File: config.mk
export PLATFORM = sky130hd
export DESIGN_NAME = ysyx_25040111_mem_ctrl_flat
export DESIGN_NICKNAME = d
export VERILOG_FILES = /design/src/rtl/ysyx_25040111_mem_ctrl_if.sv /design/src/rtl/ysyx_25040111_mem_ctrl.sv /design/src/flat_wrapper.sv
export SDC_FILE = /design/constraint.sdc
export NUM_CORES = 1
export LEC_CHECK = 0
export BUFFER_PORTS_ARGS = -buffer_cell sky130_fd_sc_hd__buf_4
export CORE_ASPECT_RATIO = 0.5
export CORE_MARGIN = 4
export CORE_UTILIZATION = 48
export CTS_CLUSTER_SIZE = 16
export DETAILED_ROUTE_END_ITERATION = 7
export GPL_ROUTABILITY_DRIVEN = 0
export PLACE_DENSITY = 0.82
export SLEW_MARGIN = 20
export SYNTH_ARGS = -nofsm -noshare
export SYNTH_HDL_FRONTEND = slang
export SYNTH_SLANG_ARGS = --single-unit
File: constraint.sdc
create_clock -name clock -period 2.3 [get_ports clock]
set_input_delay 0 -clock clock [delete_from_list [all_inputs] [get_ports clock]]
set_output_delay 0 -clock clock [all_outputs]
set_load 0.01 [all_outputs]
File: src/rtl/ysyx_25040111_mem_ctrl_if.sv
// Memory-stage bus bundle: execute-side request, write-back result and
// the single-beat LSU read/write channels.
//
// Handshake semantics (all channels): a transfer happens on a rising clock
// edge where both valid and ready are 1. in_* and out_* are classic
// valid/ready channels. lsu_rvalid/lsu_wvalid are one-cycle request pulses;
// lsu_rready/lsu_wready are one-cycle completion strobes from the LSU, and
// lsu_rdata is only meaningful in the lsu_rready cycle.
interface ysyx_25040111_mem_ctrl_if;
  logic        in_valid;
  logic        in_ready;
  logic [31:0] in_pc;
  logic [4:0]  in_rd;
  logic        in_rd_wen;
  logic [31:0] in_result;
  logic        in_load;
  logic        in_store;
  logic [1:0]  in_mask;
  logic        in_sign;
  logic [31:0] in_wdata;

  logic        out_valid;
  logic        out_ready;
  logic [31:0] out_pc;
  logic [4:0]  out_rd;
  logic        out_rd_wen;
  logic [31:0] out_result;
  logic        out_exc;
  logic [3:0]  out_exc_cause;

  logic        lsu_rvalid;
  logic        lsu_rready;
  logic [31:0] lsu_rdata;
  logic [31:0] lsu_raddr;
  logic [7:0]  lsu_rlen;
  logic        lsu_burst;
  logic        lsu_rsign;
  logic [1:0]  lsu_rmask;
  logic        lsu_wvalid;
  logic        lsu_wready;
  logic [31:0] lsu_wdata;
  logic [31:0] lsu_waddr;
  logic [1:0]  lsu_wmask;

  // Environment side: execute stage, write-back and LSU.
  modport master (
    output in_valid, in_pc, in_rd, in_rd_wen, in_result, in_load, in_store,
           in_mask, in_sign, in_wdata, out_ready, lsu_rready, lsu_rdata,
           lsu_wready,
    input  in_ready, out_valid, out_pc, out_rd, out_rd_wen, out_result,
           out_exc, out_exc_cause, lsu_rvalid, lsu_raddr, lsu_rlen,
           lsu_burst, lsu_rsign, lsu_rmask, lsu_wvalid, lsu_wdata,
           lsu_waddr, lsu_wmask
  );

  // Controller side.
  modport slave (
    input  in_valid, in_pc, in_rd, in_rd_wen, in_result, in_load, in_store,
           in_mask, in_sign, in_wdata, out_ready, lsu_rready, lsu_rdata,
           lsu_wready,
    output in_ready, out_valid, out_pc, out_rd, out_rd_wen, out_result,
           out_exc, out_exc_cause, lsu_rvalid, lsu_raddr, lsu_rlen,
           lsu_burst, lsu_rsign, lsu_rmask, lsu_wvalid, lsu_wdata,
           lsu_waddr, lsu_wmask
  );
endinterface

File: src/rtl/ysyx_25040111_mem_ctrl.sv
// Memory-stage controller: accepts one instruction, issues at most one LSU
// read or write pulse, traps misaligned accesses locally and hands the
// finished result to write-back. All outputs come straight from registers.
module ysyx_25040111_mem_ctrl #(
  parameter logic [3:0] EXC_LD_MISALIGN = 4'd4,
  parameter logic [3:0] EXC_ST_MISALIGN = 4'd6
) (
  input  logic                          clock,
  input  logic                          reset,
  ysyx_25040111_mem_ctrl_if.slave       bus,
  output logic [2:0]                    dbg_state
);

  typedef enum logic [2:0] {
    IDLE    = 3'd0,
    RD_REQ  = 3'd1,
    RD_WAIT = 3'd2,
    WR_REQ  = 3'd3,
    WR_WAIT = 3'd4,
    DONE    = 3'd5
  } state_t;

  state_t      state;
  logic        in_ready_q;
  logic        out_valid_q;
  logic        rvalid_q;
  logic        wvalid_q;
  logic [31:0] pc_q;
  logic [4:0]  rd_q;
  logic        rd_wen_q;
  logic [31:0] result_q;
  logic [1:0]  mask_q;
  logic        sign_q;
  logic [31:0] addr_q;
  logic [31:0] wdata_q;
  logic        exc_q;
  logic [3:0]  cause_q;

  logic acc_load;
  logic acc_store;
  logic acc_mis;

  // Decode the incoming instruction's class and alignment.
  always_comb begin
    acc_load  = bus.in_load && (bus.in_mask != 2'b00);
    acc_store = !acc_load && bus.in_store && (bus.in_mask != 2'b00);
    acc_mis   = ((bus.in_mask == 2'b10) && bus.in_result[0]) ||
                ((bus.in_mask == 2'b11) && (bus.in_result[1:0] != 2'b00));
  end

  // Transaction FSM with all outputs and latched fields registered.
  always_ff @(posedge clock) begin
    if (reset) begin
      state       <= IDLE;
      in_ready_q  <= 1'b1;
      out_valid_q <= 1'b0;
      rvalid_q    <= 1'b0;
      wvalid_q    <= 1'b0;
      pc_q        <= '0;
      rd_q        <= '0;
      rd_wen_q    <= 1'b0;
      result_q    <= '0;
      mask_q      <= '0;
      sign_q      <= 1'b0;
      addr_q      <= '0;
      wdata_q     <= '0;
      exc_q       <= 1'b0;
      cause_q     <= '0;
    end else begin
      case (state)
        IDLE: begin
          if (bus.in_valid) begin
            in_ready_q <= 1'b0;
            pc_q       <= bus.in_pc;
            rd_q       <= bus.in_rd;
            result_q   <= bus.in_result;
            addr_q     <= bus.in_result;
            mask_q     <= bus.in_mask;
            sign_q     <= bus.in_sign;
            wdata_q    <= bus.in_wdata;
            if ((acc_load || acc_store) && acc_mis) begin
              // Misaligned: trap without touching the bus.
              rd_wen_q    <= 1'b0;
              exc_q       <= 1'b1;
              cause_q     <= acc_load ? EXC_LD_MISALIGN : EXC_ST_MISALIGN;
              out_valid_q <= 1'b1;
              state       <= DONE;
            end else begin
              rd_wen_q <= bus.in_rd_wen;
              exc_q    <= 1'b0;
              cause_q  <= '0;
              if (acc_load) begin
                rvalid_q <= 1'b1;
                state    <= RD_REQ;
              end else if (acc_store) begin
                wvalid_q <= 1'b1;
                state    <= WR_REQ;
              end else begin
                out_valid_q <= 1'b1;
                state       <= DONE;
              end
            end
          end
        end
        RD_REQ, RD_WAIT: begin
          rvalid_q <= 1'b0;
          if (bus.lsu_rready) begin
            result_q    <= bus.lsu_rdata;
            out_valid_q <= 1'b1;
            state       <= DONE;
          end else begin
            state <= RD_WAIT;
          end
        end
        WR_REQ, WR_WAIT: begin
          wvalid_q <= 1'b0;
          if (bus.lsu_wready) begin
            out_valid_q <= 1'b1;
            state       <= DONE;
          end else begin
            state <= WR_WAIT;
          end
        end
        DONE: begin
          if (bus.out_ready) begin
            out_valid_q <= 1'b0;
            in_ready_q  <= 1'b1;
            state       <= IDLE;
          end
        end
        default: begin
          state       <= IDLE;
          in_ready_q  <= 1'b1;
          out_valid_q <= 1'b0;
          rvalid_q    <= 1'b0;
          wvalid_q    <= 1'b0;
        end
      endcase
    end
  end

  assign bus.in_ready      = in_ready_q;
  assign bus.out_valid     = out_valid_q;
  assign bus.out_pc        = pc_q;
  assign bus.out_rd        = rd_q;
  assign bus.out_rd_wen    = rd_wen_q;
  assign bus.out_result    = result_q;
  assign bus.out_exc       = exc_q;
  assign bus.out_exc_cause = cause_q;
  assign bus.lsu_rvalid    = rvalid_q;
  assign bus.lsu_raddr     = addr_q;
  assign bus.lsu_rlen      = 8'd0;
  assign bus.lsu_burst     = 1'b0;
  assign bus.lsu_rsign     = sign_q;
  assign bus.lsu_rmask     = mask_q;
  assign bus.lsu_wvalid    = wvalid_q;
  assign bus.lsu_wdata     = wdata_q;
  assign bus.lsu_waddr     = addr_q;
  assign bus.lsu_wmask     = mask_q;
  assign dbg_state         = state;

endmodule

File: src/flat_wrapper.sv
// flat-port wrapper written by rule: the top's interface ports become plain ports
module ysyx_25040111_mem_ctrl_flat 
#(
  parameter logic [3:0] EXC_LD_MISALIGN = 4'd4,
  parameter logic [3:0] EXC_ST_MISALIGN = 4'd6
)
  (clock, reset, dbg_state, bus_in_valid, bus_in_pc, bus_in_rd, bus_in_rd_wen, bus_in_result, bus_in_load, bus_in_store, bus_in_mask, bus_in_sign, bus_in_wdata, bus_out_ready, bus_lsu_rready, bus_lsu_rdata, bus_lsu_wready, bus_in_ready, bus_out_valid, bus_out_pc, bus_out_rd, bus_out_rd_wen, bus_out_result, bus_out_exc, bus_out_exc_cause, bus_lsu_rvalid, bus_lsu_raddr, bus_lsu_rlen, bus_lsu_burst, bus_lsu_rsign, bus_lsu_rmask, bus_lsu_wvalid, bus_lsu_wdata, bus_lsu_waddr, bus_lsu_wmask);
  ysyx_25040111_mem_ctrl_if bus_i ();
  input  logic clock;
  input  logic reset;
  output logic [2:0] dbg_state;
  input wire logic [$bits(bus_i.in_valid)-1:0] bus_in_valid;
  input wire logic [$bits(bus_i.in_pc)-1:0] bus_in_pc;
  input wire logic [$bits(bus_i.in_rd)-1:0] bus_in_rd;
  input wire logic [$bits(bus_i.in_rd_wen)-1:0] bus_in_rd_wen;
  input wire logic [$bits(bus_i.in_result)-1:0] bus_in_result;
  input wire logic [$bits(bus_i.in_load)-1:0] bus_in_load;
  input wire logic [$bits(bus_i.in_store)-1:0] bus_in_store;
  input wire logic [$bits(bus_i.in_mask)-1:0] bus_in_mask;
  input wire logic [$bits(bus_i.in_sign)-1:0] bus_in_sign;
  input wire logic [$bits(bus_i.in_wdata)-1:0] bus_in_wdata;
  input wire logic [$bits(bus_i.out_ready)-1:0] bus_out_ready;
  input wire logic [$bits(bus_i.lsu_rready)-1:0] bus_lsu_rready;
  input wire logic [$bits(bus_i.lsu_rdata)-1:0] bus_lsu_rdata;
  input wire logic [$bits(bus_i.lsu_wready)-1:0] bus_lsu_wready;
  output wire logic [$bits(bus_i.in_ready)-1:0] bus_in_ready;
  output wire logic [$bits(bus_i.out_valid)-1:0] bus_out_valid;
  output wire logic [$bits(bus_i.out_pc)-1:0] bus_out_pc;
  output wire logic [$bits(bus_i.out_rd)-1:0] bus_out_rd;
  output wire logic [$bits(bus_i.out_rd_wen)-1:0] bus_out_rd_wen;
  output wire logic [$bits(bus_i.out_result)-1:0] bus_out_result;
  output wire logic [$bits(bus_i.out_exc)-1:0] bus_out_exc;
  output wire logic [$bits(bus_i.out_exc_cause)-1:0] bus_out_exc_cause;
  output wire logic [$bits(bus_i.lsu_rvalid)-1:0] bus_lsu_rvalid;
  output wire logic [$bits(bus_i.lsu_raddr)-1:0] bus_lsu_raddr;
  output wire logic [$bits(bus_i.lsu_rlen)-1:0] bus_lsu_rlen;
  output wire logic [$bits(bus_i.lsu_burst)-1:0] bus_lsu_burst;
  output wire logic [$bits(bus_i.lsu_rsign)-1:0] bus_lsu_rsign;
  output wire logic [$bits(bus_i.lsu_rmask)-1:0] bus_lsu_rmask;
  output wire logic [$bits(bus_i.lsu_wvalid)-1:0] bus_lsu_wvalid;
  output wire logic [$bits(bus_i.lsu_wdata)-1:0] bus_lsu_wdata;
  output wire logic [$bits(bus_i.lsu_waddr)-1:0] bus_lsu_waddr;
  output wire logic [$bits(bus_i.lsu_wmask)-1:0] bus_lsu_wmask;
  assign bus_i.in_valid = bus_in_valid;
  assign bus_i.in_pc = bus_in_pc;
  assign bus_i.in_rd = bus_in_rd;
  assign bus_i.in_rd_wen = bus_in_rd_wen;
  assign bus_i.in_result = bus_in_result;
  assign bus_i.in_load = bus_in_load;
  assign bus_i.in_store = bus_in_store;
  assign bus_i.in_mask = bus_in_mask;
  assign bus_i.in_sign = bus_in_sign;
  assign bus_i.in_wdata = bus_in_wdata;
  assign bus_i.out_ready = bus_out_ready;
  assign bus_i.lsu_rready = bus_lsu_rready;
  assign bus_i.lsu_rdata = bus_lsu_rdata;
  assign bus_i.lsu_wready = bus_lsu_wready;
  assign bus_in_ready = bus_i.in_ready;
  assign bus_out_valid = bus_i.out_valid;
  assign bus_out_pc = bus_i.out_pc;
  assign bus_out_rd = bus_i.out_rd;
  assign bus_out_rd_wen = bus_i.out_rd_wen;
  assign bus_out_result = bus_i.out_result;
  assign bus_out_exc = bus_i.out_exc;
  assign bus_out_exc_cause = bus_i.out_exc_cause;
  assign bus_lsu_rvalid = bus_i.lsu_rvalid;
  assign bus_lsu_raddr = bus_i.lsu_raddr;
  assign bus_lsu_rlen = bus_i.lsu_rlen;
  assign bus_lsu_burst = bus_i.lsu_burst;
  assign bus_lsu_rsign = bus_i.lsu_rsign;
  assign bus_lsu_rmask = bus_i.lsu_rmask;
  assign bus_lsu_wvalid = bus_i.lsu_wvalid;
  assign bus_lsu_wdata = bus_i.lsu_wdata;
  assign bus_lsu_waddr = bus_i.lsu_waddr;
  assign bus_lsu_wmask = bus_i.lsu_wmask;
  ysyx_25040111_mem_ctrl #(.EXC_LD_MISALIGN(EXC_LD_MISALIGN), .EXC_ST_MISALIGN(EXC_ST_MISALIGN)) u_core (.clock(clock), .reset(reset), .bus(bus_i), .dbg_state(dbg_state));
endmodule
---- Word-level counts from Yosys, hierarchy flattened ----
Cells that the tools add are included.
storage, ports and cells
  register bits ........................... 149
  output and inout bits ................... 192
  input port bits ......................... 145
  logic and storage cells ................. 95
operators by class
  bitwise gates (word level) .............. 3
  muxes and demuxes ....................... 35
  reduce and logical (&&, ||, !) cells .... 25
  equality and inequality tests ........... 17
operators with widths
  operator                                                                 count
  32-bit two-way mux                                                       2
  32-bit case mux with 2 select lines                                      1
  1-bit two-way mux                                                        19
  3-bit two-way mux                                                        6
  2-bit inequality test, second input constant                             6
  3-bit case mux with 4 select lines                                       1
  3-bit by 2-bit == test with 1-bit output, second input constant          2
  3-bit == test, second input constant                                     2
  1-bit logical AND                                                        6
  3-bit inequality test, second input constant                             2
  3-bit AND reduction                                                      2
  6-bit AND reduction                                                      1
  2-bit nonzero test                                                       3
  3-bit OR reduction                                                       2
  5-bit AND reduction                                                      1
  2-bit == test, second input constant                                     2
  4-bit two-way mux                                                        1
  2-bit by 1-bit inequality test with 1-bit output, second input constant  2
  1-bit case mux with 2 select lines                                       2
  1-bit case mux with 4 select lines                                       1
  2-bit AND reduction                                                      2
  4-bit AND reduction                                                      1
  2-bit OR reduction                                                       2
  4-bit OR reduction                                                       1
  other kinds (7)                                                          10

---- Depth between registers and ports, before layout ----
  word-level depth ........................ 10
  gate-level depth with buffers ........... 7
  mapped depth without buffers ............ 4

---- Least setup slack after synthesis ----
OpenSTA, ideal clock, no wires.
  kind .................................... register to register
  start ................................... register u_core.state[2] (netlist: u_core.dbg_state[2])
  end ..................................... register u_core.wdata_q[31] (netlist: u_core.bus.lsu_wdata[31])
  library setup time ...................... 0.137 ns
  buffers on the path ..................... 3
  path slack .............................. 0.752 ns
  stages on the path, launching flop included .. 7
  arrival ................................. 1.412 ns
  cells stage by stage .................... dfxtp_1 -> buf_6 -> or4b_4 -> buf_6 -> buf_6 -> nand2_1 -> a21oi_1
on the way
  cells in the longest elaborated chain, start to end .. 2
RTL lines
  item                                  line                          RTL
  start: declaration                    ysyx_25040111_mem_ctrl.sv:23  state_t state;
  start signal: assignment              ysyx_25040111_mem_ctrl.sv:54  state <= IDLE;
  start signal: assignment              ysyx_25040111_mem_ctrl.sv:87  state <= DONE;
  start signal: assignment              ysyx_25040111_mem_ctrl.sv:94  state <= RD_REQ;
  3-bit logical NOT                     ysyx_25040111_mem_ctrl.sv:70  case (state)
  2-bit AND reduction (no source line)  --
  end signal: assignment                ysyx_25040111_mem_ctrl.sv:80  wdata_q <= bus.in_wdata;
  end: declaration                      ysyx_25040111_mem_ctrl.sv:35  logic [31:0] wdata_q;
Every way passes these cells.
A chain may end at the register's enable or synchronous reset.

---- Worst setup path in the final report ----
  start ................................... register u_core.state[1] (netlist: u_core.dbg_state[1])
  end ..................................... register u_core.result_q[31] (netlist: u_core.bus.out_result[31])
on the way
  cells in the longest elaborated chain, start to end .. 4
RTL lines
  item                                                                                                         line                           RTL
  3-bit by 1-bit == test with 1-bit output / 3-bit by 2-bit == test with 1-bit output (equally long branches)  ysyx_25040111_mem_ctrl.sv:70
  2-bit OR reduction                                                                                           ysyx_25040111_mem_ctrl.sv:70
  2-bit inequality test (no source line) / 2-bit nonzero test (equally long branches)                          --
  3-bit AND reduction (no source line)                                                                         --
  end signal: assignment                                                                                       ysyx_25040111_mem_ctrl.sv:76   result_q <= bus.in_result;
  end signal: assignment                                                                                       ysyx_25040111_mem_ctrl.sv:108  result_q <= bus.lsu_rdata;
  end: declaration                                                                                             ysyx_25040111_mem_ctrl.sv:31   logic [31:0] result_q;
Several ways; a longest one is shown, not always the timed one.

==> impl_metrics.csv <==
group,metric,value,unit
run_status,status,"completed",
pwr,p_int,7.04,mW
place,hpwl,13400,um
worst_setup_path,cp_common_cell,"buf_4",
sta,max_freq,479,MHz
floorplan,die_area,0.0150,mm^2
synthesis,synthesis.area,0.00624,mm^2
floorplan,die_w,169,um
drt,drcViolationCount,0,
sta,finalSetupViolCount,0,
worst_setup_path,cpLargestDelayFamily,"compound AO/OA/AOI/OAI gates",
cts,cts_tree,"done",
floorplan,ios,337,
layout,final_cell_mix,"335 x buf_4, 220 x nand2_1, 145 x dfxtp_1",
pwr,power_leakage,4.54,nW
floorplan,rows,29,
pwr,seqPwrFrac,0.320,
worst_setup_path,crit_buf_inv,2,
cts,post_cts_buffers,0,
grt,antenna_found_initial,1,
worst_setup_path,critPathSlowestCell,"dfxtp_1",
worst_setup_path,r2r_start,"u_core.dbg_state[1]",
synthesis,yosys_warnings,0,
worst_setup_path,r2r_cells,6,
cts,clkTransAtPathRegs,0.06,ns
layout,nets,1261,
floorplan,coreArea,0.0127,mm^2
synthesis,synth_cells,725,
drt,firstDrtPassIters,5,
sta,fin_setup_tns,0,ns
pwr,p_clk_frac,0.290,
pwr,powerDensity,1060,mW/mm^2
grt,grt_pass1_vias,6884,
hold_path,min_path_cells,3,
worst_setup_path,max_stage_delay,0.47,ns
layout,drive_above_1_share,0.357,
place,postPlaceCellArea,0.00833,mm^2
pwr,vdd_drop_max,0.656,mV
layout,area_growth,64.6,%
synthesis,ys_seq_elements,146,
floorplan,initial_core_util,0.491,
worst_setup_path,r2r_setup_slack,0.21,ns
sta,fin_crit,2.09,ns
cts,cts_buffers,17,
grt,grt_usage,0.291,
synthesis,synth_edf_count,0,
grt,grt_pass1_wl,35100,um
flow_run,maxCapViolations,0,
synthesis,syn-mean-instance-area,8.61,um^2
cts,cts.sinks,146,
sta,drv_slew,0,
grt,grt_max_degree,106,
hold_path,hold_path.startpoint,"bus_lsu_rdata[19]",
sta,timing_worst_slew_pin_value,0.906,ns
worst_setup_path,crit_fanout,20,
synthesis,ys_types,41,
worst_setup_path,critical_path.cell_chain,"buf_4 -> nand3b_1 -> o21ai_2 -> and2_2 -> buf_4 -> a211oi_1",
hold_path,whs_endpoint,"u_core.bus.out_result[19]",
worst_setup_path,end_kind,"flip-flop",
worst_setup_path,cp-start-kind,"flip-flop",
worst_setup_path,critPathKind,"reg2reg",
sta,hold_viol,0,
cts,cts.path.max_buffers,2,
synthesis,ys.flop_type,"dfxtp_1",
drt,routed_wl,22600,um
cts,clock_latency,0.41,ns
pwr,power,10.9,mW
sta,finClkSkew,0.00912,ns
layout,final_common_cell,"buf_4",
floorplan,die-height,88.6,um
pwr,pwr-share-comb,0.390,
drt,vias,6736,
sta,rsz0062_at_grt,"false",
drt,drtIter0Drc,421,
drt,antenna_left,0,
drt,drt-vias-per-instance,5.18,
synthesis,synth-async-reset-ratio,0,
hold_path,hold_class,"in2reg",
worst_setup_path,worstPathArrival,2.38,ns
layout,design_area,0.0103,mm^2
sta,period_share,0.908,
cts,cts_root_buf,"clkbuf_16",
grt,grt_overflow,0,
drt,wl_per_cell,17.4,um
worst_setup_path,r2r-end,"u_core.bus.out_result[31]",
sta,slew_headroom,0.396,
place,io_buffers,325,
pwr,p_switching,3.84,mW
synthesis,ys_seq_area_frac,0.468,
pwr,switching_share,0.353,
worst_setup_path,worstPathRequired,2.59,ns
cts,htreeDepth,4,
[what timing repair did]
action,4_1_cts,5_1_grt
hold buffers,127,0
resized for setup,0,1
setup endpoints to repair,0,6
hold endpoints to repair,129,0
[power by group through the flow]
| stage | logic (mW) | clock network (mW) | registers (mW) |
|---|---|---|---|
| after CTS | 4.15 | 3.19 | 3.45 |
| after detailed placement | 3.95 | 0 | 3.50 |
| after floorplan | 2.45 | 0 | 3.66 |
| after global routing | 4.54 | 3.32 | 3.55 |
| final | 4.24 | 3.16 | 3.48 |
| after global placement | 3.86 | 0 | 3.47 |
[flip-flops by register name, indices dropped and copies added, names as in the netlist]
register	flops
u_core.bus.lsu_raddr	32
u_core.bus.lsu_wdata	32
u_core.bus.out_pc	32
u_core.bus.out_result	32
u_core.bus.out_rd	5
u_core.dbg_state	3
u_core.bus.lsu_rmask	2
u_core.bus.out_exc_cause	2
u_core.bus.in_ready	1
u_core.bus.lsu_rsign	1
u_core.bus.lsu_rvalid	1
u_core.bus.lsu_wvalid	1
u_core.bus.out_rd_wen	1
u_core.bus.out_valid	1
[logic make-up after synthesis]
family                    synth area share
buffers and inverters                0.121
muxes                               0.0497
xor gates and xnor gates           0.00581
other                             0.000601
DFF                                  0.468
AOI/OAI and AO/OA                    0.198
and+or+nand+nor                      0.157
[tightest hold or removal path: cells and delay by family]
family                 cells  cell delay (ns)
AO/OA/AOI/OAI              1             0.20
buffers and inverters      1             0.08
multiplexers               1             0.08
[per-layer routing]
| metal | track usage | vias to the layer above | wire length (um) |
|---|---|---|---|
| met1 | 0.325 | 3189 | 8360 |
| met3 | 0.0687 | 66 | 1610 |
| met5 | 0 | - | 0 |
| li1 | - | 3169 | - |
| met4 | 0.129 | 0 | 746 |
| met2 | 0.539 | 312 | 11900 |
[cell usage after synthesis (4+ instances only)]
cell / n / area, um^2
a211oi_2: 28 / 350
o21ai_0: 6 / 30.0
a21oi_1: 141 / 706
nor3_1: 4 / 20.0
dfxtp_1: 146 / 2920
nand2_1: 220 / 826
buf_6: 15 / 169
nor2_1: 10 / 37.5
clkbuf_1: 28 / 105
mux2i_1: 31 / 310
buf_4: 49 / 368
buf_2: 8 / 40.0
[stage by stage]
step	utilization	hold slack, ns	setup WS, ns	cells
after detailed placement	0.656	0.254	0.168	1140
final	0.809	0.00172	0.212	1300
after global placement	0.656	0.246	0.242	1140
after global routing	0.809	0.00419	0.168	1300
after CTS	0.808	0.000143	0.162	1299
after floorplan	-	0.136	0.752	735
[layout make-up]
class                           instances  area [um^2]
Antenna cell                            1         2.50
Clock buffer                           19          433
Clock inverter                         13          231
Fill cell                             738         2430
Inverter                                3         11.3
Multi-Input combinational cell        483         2610
Sequential cell                       146         2920
Tap cell                              170          213
Timing Repair Buffer                  465         3850
[worst max path at each step]
stage,startpoint,to,slack (ns),depth (start not counted)
floorplan,u_core.dbg_state[2],u_core.bus.lsu_wdata[31],0.75,6
global placement,u_core.dbg_state[0],u_core.bus.out_result[14],0.24,5
detailed placement,u_core.dbg_state[0],u_core.bus.out_result[20],0.17,5
CTS,u_core.dbg_state[0],u_core.bus.out_result[0],0.16,5
global route,u_core.dbg_state[1],u_core.bus.out_result[31],0.17,6
finish,u_core.dbg_state[1],u_core.bus.out_result[31],0.21,6
(Power assumes the default switching activity.)
